<file path="config.mk">
export PLATFORM = sky130hd
export DESIGN_NAME = pwm_src_ctrl_flat
export DESIGN_NICKNAME = d
export VERILOG_FILES = /design/src/rtl/pwm_ctrl_pkg.sv /design/src/rtl/pwm_src_ctrl_if.sv /design/src/rtl/pwm_pulse_monitor.sv /design/src/rtl/pwm_src_ctrl.sv /design/src/flat_wrapper.sv
export SDC_FILE = /design/constraint.sdc
export NUM_CORES = 1
export LEC_CHECK = 0
export CORE_MARGIN = 1
export CORE_UTILIZATION = 61
export DETAILED_ROUTE_END_ITERATION = 10
export GPL_TIMING_DRIVEN = 0
export PLACE_DENSITY = 0.78
export SYNTH_ARGS = -nofsm -noshare
export SYNTH_HDL_FRONTEND = slang
export SYNTH_SLANG_ARGS = --single-unit
</file>
<file path="constraint.sdc">
create_clock -name clk -period 1.9 [get_ports clk]
set_input_delay 0.38 -clock clk [delete_from_list [all_inputs] [get_ports clk]]
set_output_delay 0.38 -clock clk [all_outputs]
set_load 0.05 [all_outputs]
</file>
<file path="src/rtl/pwm_ctrl_pkg.sv">
// Shared types and default timing for the PWM pad source selector.
// The defaults assume a 50 MHz clock and standard 0.8-2.2 ms RC pulses.
package pwm_ctrl_pkg;

  typedef enum logic [2:0] {
    S_SYS      = 3'd0,
    S_TO_RF    = 3'd1,
    S_RF       = 3'd2,
    S_TO_SYS   = 3'd3,
    S_FAILSAFE = 3'd4
  } pwm_src_state_t;

  localparam int DEF_PW_MIN      = 40_000;
  localparam int DEF_PW_MAX      = 110_000;
  localparam int DEF_RF_TIMEOUT  = 2_500_000;
  localparam int DEF_SW_TIMEOUT  = 1_250_000;
  localparam int DEF_RECOVER_CNT = 8;

  function automatic logic drives_rf(input pwm_src_state_t s);
    return (s == S_RF) || (s == S_TO_SYS);
  endfunction

endpackage

</file>
<file path="src/rtl/pwm_src_ctrl_if.sv">
// Register-bank/pad side signals of the PWM source selector.
// The master is the register bank, and the selector is the slave.
interface pwm_src_ctrl_if;

  logic [1:0] pwm_rf_i;
  logic [1:0] pwm_sys_i;
  logic       sel_rf_i;
  logic       failsafe_en_i;
  logic [1:0] pwm_pad_o;
  logic       src_rf_o;
  logic       rf_ok_o;
  logic       failsafe_o;
  logic [2:0] state_o;

  modport master (
    output pwm_rf_i, pwm_sys_i, sel_rf_i, failsafe_en_i,
    input  pwm_pad_o, src_rf_o, rf_ok_o, failsafe_o, state_o
  );

  modport slave (
    input  pwm_rf_i, pwm_sys_i, sel_rf_i, failsafe_en_i,
    output pwm_pad_o, src_rf_o, rf_ok_o, failsafe_o, state_o
  );

endinterface

</file>
<file path="src/rtl/pwm_pulse_monitor.sv">
// Synchronises the RF pads and judges RF link health from ch0 pulse widths.
// rf_ok asserts after enough consecutive good pulses and drops when the watchdog runs out.
module pwm_pulse_monitor
  import pwm_ctrl_pkg::*;
#(
  parameter int PW_MIN      = DEF_PW_MIN,
  parameter int PW_MAX      = DEF_PW_MAX,
  parameter int RF_TIMEOUT  = DEF_RF_TIMEOUT,
  parameter int RECOVER_CNT = DEF_RECOVER_CNT,
  parameter int CNT_W       = $clog2(RF_TIMEOUT + 1)
) (
  input  logic       clk,
  input  logic       rst,
  input  logic [1:0] pwm_rf,
  output logic [1:0] rf_sync,
  output logic       rf_ok,
  output logic       pulse_valid
);

  localparam int WID_W = $clog2(PW_MAX + 2);
  localparam int REC_W = $clog2(RECOVER_CNT + 1);
  localparam logic [WID_W-1:0] W_MIN   = WID_W'(PW_MIN);
  localparam logic [WID_W-1:0] W_MAX   = WID_W'(PW_MAX);
  localparam logic [WID_W-1:0] W_SAT   = WID_W'(PW_MAX + 1);
  localparam logic [CNT_W-1:0] WD_LOAD = CNT_W'(RF_TIMEOUT);
  localparam logic [REC_W-1:0] REC_MAX = REC_W'(RECOVER_CNT);

  logic [1:0]       rf_meta;
  logic             ch0_d;
  logic [WID_W-1:0] width;
  logic [CNT_W-1:0] wd;
  logic [REC_W-1:0] rec_cnt;
  logic [REC_W-1:0] rec_next;
  logic             rise;
  logic             fall;

  always_ff @(posedge clk) begin
    if (rst) begin
      rf_meta <= 2'b00;
      rf_sync <= 2'b00;
      ch0_d   <= 1'b0;
    end else begin
      rf_meta <= pwm_rf;
      rf_sync <= rf_meta;
      ch0_d   <= rf_sync[0];
    end
  end

  assign rise = rf_sync[0] & ~ch0_d;
  assign fall = ~rf_sync[0] & ch0_d;

  // width holds the number of high cycles seen so far, saturating just past PW_MAX
  always_ff @(posedge clk) begin
    if (rst) begin
      width <= '0;
    end else if (rise) begin
      width <= WID_W'(1);
    end else if (rf_sync[0] && (width != W_SAT)) begin
      width <= width + 1'b1;
    end
  end

  assign pulse_valid = fall && (width >= W_MIN) && (width <= W_MAX);
  assign rec_next    = (rec_cnt == REC_MAX) ? rec_cnt : rec_cnt + 1'b1;

  always_ff @(posedge clk) begin
    if (rst) begin
      wd <= '0;
    end else if (pulse_valid) begin
      wd <= WD_LOAD;
    end else if (wd != '0) begin
      wd <= wd - 1'b1;
    end
  end

  // expiry wins over nothing else: a valid pulse in the same cycle reloads instead
  always_ff @(posedge clk) begin
    if (rst) begin
      rec_cnt <= '0;
      rf_ok   <= 1'b0;
    end else if (pulse_valid) begin
      rec_cnt <= rec_next;
      if (rec_next == REC_MAX) begin
        rf_ok <= 1'b1;
      end
    end else begin
      if (fall) begin
        rec_cnt <= '0;
      end
      if (wd == CNT_W'(1)) begin
        rec_cnt <= '0;
        rf_ok   <= 1'b0;
      end
    end
  end

endmodule

</file>
<file path="src/rtl/pwm_src_ctrl.sv">
// Chooses RF or system PWM for the pads, switching only between pulses,
// and falls back to the system source while the RF link is unhealthy.
module pwm_src_ctrl
  import pwm_ctrl_pkg::*;
#(
  parameter int PW_MIN      = DEF_PW_MIN,
  parameter int PW_MAX      = DEF_PW_MAX,
  parameter int RF_TIMEOUT  = DEF_RF_TIMEOUT,
  parameter int SW_TIMEOUT  = DEF_SW_TIMEOUT,
  parameter int RECOVER_CNT = DEF_RECOVER_CNT,
  parameter int CNT_W       = $clog2(RF_TIMEOUT + 1)
) (
  input logic            clk,
  input logic            rst,
  pwm_src_ctrl_if.slave  bus
);

  localparam logic [CNT_W-1:0] SW_LAST = CNT_W'(SW_TIMEOUT - 1);

  pwm_src_state_t   state;
  pwm_src_state_t   state_next;
  logic [1:0]       rf_sync;
  logic             rf_ok;
  logic             pulse_valid_unused;
  logic [CNT_W-1:0] sw_timer;
  logic             safe;
  logic             sw_expired;
  logic             loss;
  logic             entering;
  logic             mux_rf;
  logic [1:0]       pad;
  logic             src_rf;

  pwm_pulse_monitor #(
    .PW_MIN      (PW_MIN),
    .PW_MAX      (PW_MAX),
    .RF_TIMEOUT  (RF_TIMEOUT),
    .RECOVER_CNT (RECOVER_CNT),
    .CNT_W       (CNT_W)
  ) u_mon (
    .clk         (clk),
    .rst         (rst),
    .pwm_rf      (bus.pwm_rf_i),
    .rf_sync     (rf_sync),
    .rf_ok       (rf_ok),
    .pulse_valid (pulse_valid_unused)
  );

  assign safe       = (rf_sync == 2'b00) && (bus.pwm_sys_i == 2'b00);
  assign sw_expired = (sw_timer == SW_LAST);
  assign loss       = ~rf_ok & bus.failsafe_en_i;

  always_ff @(posedge clk) begin
    if (rst) begin
      state <= S_SYS;
    end else begin
      state <= state_next;
    end
  end

  // loss never waits for a safe point when leaving RF: the RF line may be stuck high
  always_comb begin
    state_next = state;
    unique case (state)
      S_SYS: begin
        if (bus.sel_rf_i && (rf_ok || !bus.failsafe_en_i)) state_next = S_TO_RF;
      end
      S_TO_RF: begin
        if (safe || sw_expired)    state_next = S_RF;
        else if (loss)             state_next = S_FAILSAFE;
        else if (!bus.sel_rf_i)    state_next = S_SYS;
      end
      S_RF: begin
        if (loss)                  state_next = S_FAILSAFE;
        else if (!bus.sel_rf_i)    state_next = S_TO_SYS;
      end
      S_TO_SYS: begin
        if (loss || safe || sw_expired) state_next = S_SYS;
        else if (bus.sel_rf_i)          state_next = S_RF;
      end
      S_FAILSAFE: begin
        if (!bus.sel_rf_i)                       state_next = S_SYS;
        else if (rf_ok || !bus.failsafe_en_i)    state_next = S_TO_RF;
      end
      default: state_next = S_SYS;
    endcase
  end

  always_comb begin
    mux_rf         = drives_rf(state);
    bus.failsafe_o = (state == S_FAILSAFE);
    bus.state_o    = state;
    bus.rf_ok_o    = rf_ok;
    bus.pwm_pad_o  = pad;
    bus.src_rf_o   = src_rf;
  end

  assign entering = ((state_next == S_TO_RF) && (state != S_TO_RF)) ||
                    ((state_next == S_TO_SYS) && (state != S_TO_SYS));

  always_ff @(posedge clk) begin
    if (rst || entering) begin
      sw_timer <= '0;
    end else if (((state == S_TO_RF) || (state == S_TO_SYS)) && !sw_expired) begin
      sw_timer <= sw_timer + 1'b1;
    end
  end

  always_ff @(posedge clk) begin
    if (rst) begin
      pad    <= 2'b00;
      src_rf <= 1'b0;
    end else begin
      pad    <= mux_rf ? rf_sync : bus.pwm_sys_i;
      src_rf <= mux_rf;
    end
  end

endmodule

</file>
<file path="src/flat_wrapper.sv">
// flat-port wrapper written by rule: the top's interface ports become plain ports
module pwm_src_ctrl_flat import pwm_ctrl_pkg::*;
#(
  parameter int PW_MIN      = DEF_PW_MIN,
  parameter int PW_MAX      = DEF_PW_MAX,
  parameter int RF_TIMEOUT  = DEF_RF_TIMEOUT,
  parameter int SW_TIMEOUT  = DEF_SW_TIMEOUT,
  parameter int RECOVER_CNT = DEF_RECOVER_CNT,
  parameter int CNT_W       = $clog2(RF_TIMEOUT + 1)
)
  (clk, rst, bus_pwm_rf_i, bus_pwm_sys_i, bus_sel_rf_i, bus_failsafe_en_i, bus_pwm_pad_o, bus_src_rf_o, bus_rf_ok_o, bus_failsafe_o, bus_state_o);
  pwm_src_ctrl_if bus_i ();
  input logic clk;
  input logic rst;
  input wire logic [$bits(bus_i.pwm_rf_i)-1:0] bus_pwm_rf_i;
  input wire logic [$bits(bus_i.pwm_sys_i)-1:0] bus_pwm_sys_i;
  input wire logic [$bits(bus_i.sel_rf_i)-1:0] bus_sel_rf_i;
  input wire logic [$bits(bus_i.failsafe_en_i)-1:0] bus_failsafe_en_i;
  output wire logic [$bits(bus_i.pwm_pad_o)-1:0] bus_pwm_pad_o;
  output wire logic [$bits(bus_i.src_rf_o)-1:0] bus_src_rf_o;
  output wire logic [$bits(bus_i.rf_ok_o)-1:0] bus_rf_ok_o;
  output wire logic [$bits(bus_i.failsafe_o)-1:0] bus_failsafe_o;
  output wire logic [$bits(bus_i.state_o)-1:0] bus_state_o;
  assign bus_i.pwm_rf_i = bus_pwm_rf_i;
  assign bus_i.pwm_sys_i = bus_pwm_sys_i;
  assign bus_i.sel_rf_i = bus_sel_rf_i;
  assign bus_i.failsafe_en_i = bus_failsafe_en_i;
  assign bus_pwm_pad_o = bus_i.pwm_pad_o;
  assign bus_src_rf_o = bus_i.src_rf_o;
  assign bus_rf_ok_o = bus_i.rf_ok_o;
  assign bus_failsafe_o = bus_i.failsafe_o;
  assign bus_state_o = bus_i.state_o;
  pwm_src_ctrl #(.PW_MIN(PW_MIN), .PW_MAX(PW_MAX), .RF_TIMEOUT(RF_TIMEOUT), .SW_TIMEOUT(SW_TIMEOUT), .RECOVER_CNT(RECOVER_CNT), .CNT_W(CNT_W)) u_core (.clk(clk), .rst(rst), .bus(bus_i));
endmodule
</file>
==> key figures <==
Synthesis
  – Synth cell types: 68
  – Commonest cells in the netlist: dfxtp_1, nor2_1, a21oi_1, nand2_1, or3_1
  – Post-synth EDFFs: 0
  – Avg Cell Area, Syn: 8.72 um^2
  – Top cell type's share of synthesized area: 38.2%
  – Post-Syn Nets: 478
  – Synth area leaders: dfxtp_1, a21oi_1, nor2_1
  – Synth Register Bits: 77
  – Most numerous cell in the Yosys netlist: dfxtp_1
  – Netlist Area Pre-Place: 4030 um^2
  – Sequential element share of the synthesized area: 38.2%
  – Syn Inst Count: 462
  – Synthesis warning total: 0
  – Leading area contributor after synthesis: dfxtp_1
  – Ys async rst share: 0%
  – Main flop type after synthesis: dfxtp_1

Worst setup path
  – Worst Path Max Fanout: 4
  – Crit-path slowest cell: or4_4
  – Startpoint types: flip-flop
  – Setup CP Type: reg -> reg
  – Critical Path Sink Type: flip-flop
  – Worst-path cell chain: or4_4, nor3_2, nand3_2, a2111oi_2
  – Slowest Stage Delay on Critical Path: 0.57 ns
  – WP data required: 2.15 ns
  – Critical Path AT: 2.17 ns

Clocking
  – Num Clock Sinks: 77
  – Clk slew on worst S/H paths: 0.08 ns
  – CTS tree: built
  – CTS Root Cell: clkbuf_8
  – Cts bufs inserted: 9
  – Max clock buf depth: 2
  – Clk Latency, worst-skew pair: 0.35 ns
  – CTS H-tree depth: 3
  – Quantity of hold-fixing buffers added after cts: 0

Min path
  – Min-Delay Path Class: reg -> reg

Timing
  – Final Hold Vio Count: 0
  – Max-slew violation count: 0
  – Hold slack: 0.445 ns
  – Final worst slack: -0.0170 ns
  – Worst rel slew slack: 60.8%
  – Final period util: 101%
  – Slew at the pin closest to its max-slew limit: 0.583 ns
  – Fin crit period: 1.92 ns
  – RSZ-0062 raised after global routing: true
  – Layout Skew: 0.00672 ns
  – Setup violations, final: 1
  – Fmax: 522 MHz

Detailed routing
  – Initial drt markers: 215
  – Routed len/inst: 16.7 um
  – Initial DRT Pass Iterations: 4
  – DR vias/cell: 6.48
  – Total vias in the final route: 3776
  – Total Wirelength: 9730 um
  – Post-route ant nets: 0
  – # DRC: 0

Global routing
  – Largest net degree at the start of global routing: 13
  – Gr usage total: 27.0%
  – Grt total ovfl: 0
  – First-pass GRT wire length: 15300 um
  – Vias in the first global route: 3358
  – Initial antenna violation count: 0

Run
  – Max_cap viols: 0

Power
  – Cell Pwr Density: 1310 nW/um^2
  – Worst vdd ir: 1.46 mV
  – Static leakage: 1.71 nW

Final layout
  – Area growth syn-to-layout: 20.9%
  – Cell area after layout: 4870 um^2
  – Fillers: 441
  – # nets final: 517
  – Final non-filler cell total: 583
  – Final Util: 76.7%
  – Share of cells above drive strength 1: 20.9%
  – N_diodes: 0

Run status
  – Failing checks: negative setup slack
  – Outcome: finished, violations left

Placed design
  – Routability congestion estimate: 0.824
  – Number of port buffers: 14
  – DP Wirelength: 6190 um
  – Dpl ws: -0.364 ns
  – DP Area: 4280 um^2
  – Dpl cells: 553

Floorplan
  – Die X: 83.3 um
  – Core area: 6350 um^2
  – Starting Density: 63.5%
  – Rows: 29
  – Die area: 6940 um^2
  – Boundary pin count: 16
  – Die H: 83.3 um
==> per-layer routing <==
layer  routed length (um)  track usage, %  vias up
li1                     -               -     1813
met1                 4260            35.4     1793
met2                 4720            42.8      146
met3                  544            5.57       24
met4                  207            12.4        0
met5                    0               0        -
==> cell usage in the layout (no fill, tap or decap), types with 7 or more instances in the layout <==
cell type	count
o21ai_0	21
clkbuf_8	10
buf_4	16
nor2_1	41
ha_1	7
and2_1	7
inv_1	15
xor2_1	11
dfxtp_2	20
o2111ai_1	7
a21oi_1	32
clkbuf_1	7
xnor2_1	14
clkdlybuf4s50_1	10
o21ai_1	10
or3_1	23
nand2_1	22
nor3_1	10
a31oi_1	9
nand3_1	14
nor2b_1	7
dfxtp_1	55
or4_1	10
==> critical path, delay by kind of cell, from the launching register on <==
kind            cells  cell delay (ns)
simple gates        3             1.07
flops               1             0.36
compound gates      1             0.38
==> worst paths after layout <==
| path | from | endpoint | slack (ns) | cells past startpoint |
|---|---|---|---|---|
| worst min register to register | u_core.u_mon.rf_meta[1] | u_core.u_mon.rf_sync[1] | 0.45 | 1 |
| worst max register to register | u_core.u_mon.wd[18] | u_core.u_mon.wd[1] | -0.02 | 4 |
| worst max-delay path | u_core.u_mon.wd[18] | u_core.u_mon.wd[1] | -0.02 | 4 |
| worst min-delay path | u_core.u_mon.rf_meta[1] | u_core.u_mon.rf_sync[1] | 0.45 | 1 |
==> registers in the layout, summed over array words and instances (netlist names) <==
register	cells
u_core.u_mon.wd	22
u_core.u_mon.rf_ok	1
u_core.u_mon.ch0_d	1
u_core.sw_timer	22
u_core.bus.state_o	3
u_core.bus.src_rf_o	1
u_core.u_mon.rf_meta	2
u_core.u_mon.rec_cnt	4
u_core.bus.pwm_pad_o	2
u_core.u_mon.rf_sync	2
u_core.u_mon.width	17
==> metrics by stage <==
stage | TNS, ns | power (mW)
after floorplan | 0 | 3.94
after global placement | -8.77 | 4.33
after detailed placement | -9.58 | 4.40
after CTS | -0.217 | 5.99
after global routing | -0.366 | 6.70
final | -0.0170 | 6.38
==> power by group <==
part	total (mW)	internal [mW]	switching, mW
Sequential	2.15	1.84	0.313
Combinational	2.72	1.23	1.50
Clock	1.51	0.908	0.601
Total	6.38	3.97	2.41
==> area by class of cell <==
cell class / count / area [um^2] / share of cell area, %
flip-flops and latches: 77 / 1570 / 32.3
plain buffers: 16 / 110 / 2.26
well taps: 77 / 96.3 / 1.98
clock buffers: 12 / 145 / 2.98
multi-input cells: 353 / 2550 / 52.4
inverters: 15 / 56.3 / 1.16
repair buffers: 29 / 244 / 5.01
clock inverters: 4 / 95.1 / 1.95
==> cell families after synthesis <==
logic type,count (synthesis),synth area share (%)
mux,6,1.49
flops,77,38.2
simple gates,197,28.8
xor+xnor,25,5.43
compound gates,117,19.8
fa+ha+maj,8,2.48
buf+inv,32,3.73
==> what timing repair did <==
action,4_1_cts,5_1_grt
endpoints found under the setup margin,49,63
gates resized for setup,14,54
pin swaps,3,7
setup buffers,8,7
No activity file was read; power rests on OpenSTA's default activity.
